### src/rtl/serial2parallel_aligner.sv
// Bit-clock deserializer: finds the K28.5 symbol boundary in a 1-bit serial stream,
// emits aligned 10-bit symbols and tracks lock with a SEARCH/LOCKED state machine.
module serial2parallel_aligner #(
    parameter logic [9:0] COMMA_NEG  = 10'b0011111010,
    parameter logic [9:0] COMMA_POS  = 10'b1100000101,
    parameter int         UNLOCK_CNT = 3
) (
    input  logic       clk,
    input  logic       reset_L,
    input  logic       in_1b,
    input  logic       in_valid,
    output logic [9:0] out_10b,
    output logic       out_valid,
    output logic       comma_det,
    output logic       aligned,
    output logic       align_err
);

    typedef enum logic {
        ST_SEARCH = 1'b0,
        ST_LOCKED = 1'b1
    } state_t;

    localparam logic [3:0] UNLOCK_CNT_W = 4'(UNLOCK_CNT);
    localparam logic [3:0] LAST_BIT     = 4'd9;

    state_t     r_state;
    logic [9:0] r_shreg;
    logic [3:0] r_bit_cnt;
    logic [3:0] r_miss_cnt;
    logic [9:0] r_out_10b;
    logic       r_out_valid;
    logic       r_comma_det;
    logic       r_aligned;
    logic       r_align_err;

    state_t     w_state_next;
    logic [9:0] w_shreg_next;
    logic [3:0] w_bit_cnt_next;
    logic [3:0] w_miss_cnt_next;
    logic [9:0] w_out_10b_next;
    logic       w_out_valid_next;
    logic       w_comma_det_next;
    logic       w_aligned_next;
    logic       w_align_err_next;

    logic [9:0] w_win;
    logic       w_is_comma;
    logic [3:0] w_miss_inc;
    logic       w_at_boundary;

    // The window always includes the bit being sampled this cycle.
    assign w_win         = {r_shreg[8:0], in_1b};
    assign w_is_comma    = (w_win == COMMA_NEG) || (w_win == COMMA_POS);
    assign w_miss_inc    = r_miss_cnt + 4'd1;
    assign w_at_boundary = (r_bit_cnt == LAST_BIT);

    always_comb begin
        w_state_next     = r_state;
        w_shreg_next     = r_shreg;
        w_bit_cnt_next   = r_bit_cnt;
        w_miss_cnt_next  = r_miss_cnt;
        w_out_10b_next   = r_out_10b;
        w_out_valid_next = 1'b0;
        w_comma_det_next = 1'b0;
        w_align_err_next = 1'b0;

        if (in_valid) begin
            w_shreg_next = w_win;
            unique case (r_state)
                ST_SEARCH: begin
                    if (w_is_comma) begin
                        w_out_10b_next   = w_win;
                        w_out_valid_next = 1'b1;
                        w_comma_det_next = 1'b1;
                        w_bit_cnt_next   = 4'd0;
                        w_miss_cnt_next  = 4'd0;
                        w_state_next     = ST_LOCKED;
                    end
                end
                ST_LOCKED: begin
                    w_bit_cnt_next = w_at_boundary ? 4'd0 : (r_bit_cnt + 4'd1);
                    if (w_at_boundary) begin
                        w_out_10b_next   = w_win;
                        w_out_valid_next = 1'b1;
                        w_comma_det_next = w_is_comma;
                        if (w_is_comma) begin
                            w_miss_cnt_next = 4'd0;
                        end
                    end else if (w_is_comma) begin
                        // Comma off the locked phase: count it, drop lock after enough of them.
                        w_align_err_next = 1'b1;
                        if (w_miss_inc == UNLOCK_CNT_W) begin
                            w_miss_cnt_next = 4'd0;
                            w_state_next    = ST_SEARCH;
                        end else begin
                            w_miss_cnt_next = w_miss_inc;
                        end
                    end
                end
            endcase
        end

        w_aligned_next = (w_state_next == ST_LOCKED);
    end

    always_ff @(posedge clk or negedge reset_L) begin
        if (!reset_L) begin
            r_state     <= ST_SEARCH;
            r_shreg     <= 10'd0;
            r_bit_cnt   <= 4'd0;
            r_miss_cnt  <= 4'd0;
            r_out_10b   <= 10'd0;
            r_out_valid <= 1'b0;
            r_comma_det <= 1'b0;
            r_aligned   <= 1'b0;
            r_align_err <= 1'b0;
        end else begin
            r_state     <= w_state_next;
            r_shreg     <= w_shreg_next;
            r_bit_cnt   <= w_bit_cnt_next;
            r_miss_cnt  <= w_miss_cnt_next;
            r_out_10b   <= w_out_10b_next;
            r_out_valid <= w_out_valid_next;
            r_comma_det <= w_comma_det_next;
            r_aligned   <= w_aligned_next;
            r_align_err <= w_align_err_next;
        end
    end

    assign out_10b   = r_out_10b;
    assign out_valid = r_out_valid;
    assign comma_det = r_comma_det;
    assign aligned   = r_aligned;
    assign align_err = r_align_err;

endmodule

### config.mk
export PLATFORM = sky130hd
export DESIGN_NAME = serial2parallel_aligner
export DESIGN_NICKNAME = d
export VERILOG_FILES = /design/src/rtl/serial2parallel_aligner.sv
export SDC_FILE = /design/constraint.sdc
export NUM_CORES = 1
export LEC_CHECK = 0
export ABC_AREA = 1
export BUFFER_PORTS_ARGS = -buffer_cell sky130_fd_sc_hd__buf_2
export CAP_MARGIN = 20
export CORE_UTILIZATION = 60
export DETAILED_ROUTE_END_ITERATION = 12
export PLACE_DENSITY = 0.82
export SYNTH_ARGS = -nofsm -noshare
export SYNTH_HDL_FRONTEND = slang
export SYNTH_SLANG_ARGS = --single-unit
### constraint.sdc
create_clock -name clk -period 4.18 [get_ports clk]
set_clock_uncertainty 0.05 [all_clocks]
set_input_delay 0.836 -clock clk [delete_from_list [all_inputs] [get_ports clk]]
set_output_delay 0.836 -clock clk [all_outputs]
set_load 0.1 [all_outputs]
==> impl_metrics.env <==
export IMPL_die_h_um=51.6
export IMPL_numCtsBuffers=5
export IMPL_cp_required_ps=3290
export IMPL_p_leak_nw=0.877
export IMPL_arrival_ps=1210
export IMPL_synth_edf_count=0
export IMPL_post_cts_setup_buffers=0
export IMPL_path_cells="buf_2"
export IMPL_initial_core_util_pct=64.9
export IMPL_die_width_um=51.6
export IMPL_synth_area_leaders="dfrtp_1 (52%), nand2_1 (17%), nand4_1 (5.9%)"
export IMPL_synth_simple_gate_area_share_pct=29.2
export IMPL_clock_latency_ps=340
export IMPL_ctsRootBufferMaster="clkbuf_4"
export IMPL_dieArea_um2=2670
export IMPL_utilization_pct=71.4
export IMPL_critical_path_slowest_cell="buf_2"
export IMPL_num_nets_final=205
export IMPL_drtPass1Iterations=4
export IMPL_synth_top_cell_area_share_pct=52.5
export IMPL_crit_family="buffers and inverters"
export IMPL_critical_path_max_stage_delay_ps=450
export IMPL_synth_seq_cells=31
export IMPL_r2r_cells=8
export IMPL_synth_nets=188
export IMPL_yosys_most_used_dff="dfrtp_1"
export IMPL_min_from="out_10b[1]$_DFFE_PN0P_"
export IMPL_whs_path_depth=2
export IMPL_synth_compound_area_share_pct=5.93
export IMPL_core_area_um2=2280
export IMPL_dp_cells=218
export IMPL_num_vias=1229
export IMPL_ios=18
export IMPL_slew_violations=0
export IMPL_dp_hpwl_mm=1.99
export IMPL_antenna_found_initial=0
export IMPL_grt_pass1_vias=1183
export IMPL_crit_reg2reg_capture="aligned$_DFFE_PN0P_"
export IMPL_synth_common_cells="nand2_1 (65), dfrtp_1 (31), inv_1 (22)"
export IMPL_max_freq_ghz=0.476
export IMPL_fin_tns_setup_ps=0
export IMPL_slew_headroom_pct=55.2
export IMPL_overflow=0
export IMPL_ff_latch_area_um2=776
export IMPL_maxCapViolCount=0
export IMPL_fp_row_count=17
export IMPL_min_period_ps=2100
export IMPL_cts_hold_buf=0
export IMPL_reg2reg_slack_ps=2450
export IMPL_avgSynthCellArea_um2=8.21
export IMPL_finalCritPeriodShare_pct=50.2
export IMPL_track_usage_pct=26.0
export IMPL_path_class="register to primary output"
export IMPL_wl_per_cell_um=12.4
export IMPL_drt_wl_total_mm=2.80
export IMPL_ctsResizeCount=0
export IMPL_fin_area_um2=1630
export IMPL_hold_class="register to register"
export IMPL_synth_cell_types=17
export IMPL_drtAntennaViolNets=0
export IMPL_place_area_um2=1560
export IMPL_status="completed"
export IMPL_rr_startpoint="r_bit_cnt[1]$_DFFE_PN0P_"
export IMPL_hold_viol_final=0
export IMPL_startpoint_type="register"
export IMPL_max_slew_worst_pin_slew_ps=671
export IMPL_endpoint_kind="primary output"
export IMPL_io_buffers=17
export IMPL_critPathMaxFanout=5
export IMPL_grt_max_degree=36
export IMPL_synth_most_common_cell="nand2_1"
export IMPL_synth_mux_area_share_pct=0
export IMPL_cp_num_buf_inv=1
export IMPL_yosysWarnings=0
export IMPL_clk_pin_slew_ps=100
export IMPL_async_flop_share_pct=100
export IMPL_viasPerCell=5.44
export IMPL_diodes=0
export IMPL_fill_cells=170
export IMPL_detail_route_iter0_violations=16
export IMPL_drc=0
export IMPL_netlist_area_um2=1480
export IMPL_grt_setup_unrepaired="false"
export IMPL_hold_slack_ps=433
export IMPL_yosys_area_share_adder_pct=3.39
export IMPL_cts_tree="yes"
export IMPL_synth_top_family_by_area="simple AND/OR/NAND/NOR gates"
export IMPL_setup_violations=0
export IMPL_layout_cells_non_filler=226
export IMPL_ir_worst_vdd_mv=0.653
export IMPL_grt_pass1_wl_mm=5.01
export IMPL_htree_levels=2
export IMPL_min_to="out_10b[1]$_DFFE_PN0P_"
export IMPL_place_congestion=0.823
export IMPL_synth_top_cell_by_area="dfrtp_1"
export IMPL_cts_sinks=31
export IMPL_multi_input_area_um2=578
export IMPL_layout_drive_gt1_share_pct=13.6
export IMPL_clockBufferDepth=2
export IMPL_ys_seq_area_share_pct=52.5
export IMPL_synthXorXnorAreaFrac_pct=0.593
export IMPL_power_density_nw_per_um2=699
export IMPL_area_delta_synth_final_pct=9.99
export IMPL_syn_inst=180
stage by stage:
step | setup WS (ps) | power [W]
CTS | 2070 | 0.00114
detailed placement | 2160 | 0.000937
floorplan | 2350 | 0.000851
finish | 2080 | 0.00114
global placement | 2240 | 0.000923
global route | 2030 | 0.00119
kinds of logic (layout without fill, tap and decap cells):
kind of cell / Yosys count / after routing
buffers and inverters: 29 / 47
flip-flops: 31 / 31
AO/OA/AOI/OAI: 17 / 17
AND/OR/NAND/NOR: 98 / 98
adder cells (fa/ha/maj): 4 / 4
XOR/XNOR: 1 / 1
registers in the layout (all words and copies together) (netlist names):
register,cells
out_10b,10
r_shreg,9
r_bit_cnt,4
r_miss_cnt,4
align_err,1
aligned,1
comma_det,1
out_valid,1
layer usage:
metal  vias up  global-route usage (%)  routed length, um
li1        609                       -                  -
met1       588                    34.3               1320
met2        24                    40.5               1300
met3         8                    6.14                118
met4         0                    12.2                 57
met5         -                       0                  0
worst max-delay path by stage:
stage | from | end | slack (ps) | cells past startpoint
finish | aligned$_DFFE_PN0P_ | aligned | 2080 | 1
global route | aligned$_DFFE_PN0P_ | aligned | 2030 | 1
CTS | aligned$_DFFE_PN0P_ | aligned | 2070 | 1
detailed placement | in_1b | out_10b[0]$_DFFE_PN0P_ | 2160 | 8
global placement | in_1b | out_10b[7]$_DFFE_PN0P_ | 2240 | 8
floorplan | aligned$_DFFE_PN0P_ | aligned | 2350 | 0
layout make-up:
cell class,count,area share [%]
Clock buffer,8,4.23
Tap cell,28,2.16
Sequential cell,31,47.7
Multi-Input combinational cell,120,35.6
Timing Repair Buffer,17,5.23
Inverter,22,5.08
placed cells by master (no fill, tap or decap):
| cell | synthesis | final |
|---|---|---|
| dfrtp_1 | 31 | 31 |
| buf_2 | 3 | 17 |
| o21ai_1 | 2 | 2 |
| nand3_2 | 3 | 3 |
| inv_1 | 22 | 22 |
| nand3b_1 | 1 | 1 |
| clkbuf_8 | 0 | 2 |
| nor2_1 | 10 | 10 |
| clkbuf_4 | 0 | 5 |
| ha_1 | 4 | 4 |
| nand3_1 | 5 | 5 |
| o21ai_0 | 14 | 14 |
| clkbuf_1 | 2 | 1 |
| o21a_1 | 1 | 1 |
| nand2_1 | 65 | 65 |
| xor2_1 | 1 | 1 |
| nand4_1 | 14 | 14 |
power by group:
| part | internal [W] | total, W | switching (W) |
|---|---|---|---|
| clock network | 0.0000989 | 0.000205 | 0.000107 |
| logic | 0.0000813 | 0.000500 | 0.000419 |
| registers | 0.000371 | 0.000430 | 0.0000591 |
| total | 0.000551 | 0.00114 | 0.000584 |
No activity file was read; power rests on OpenSTA's default activity.
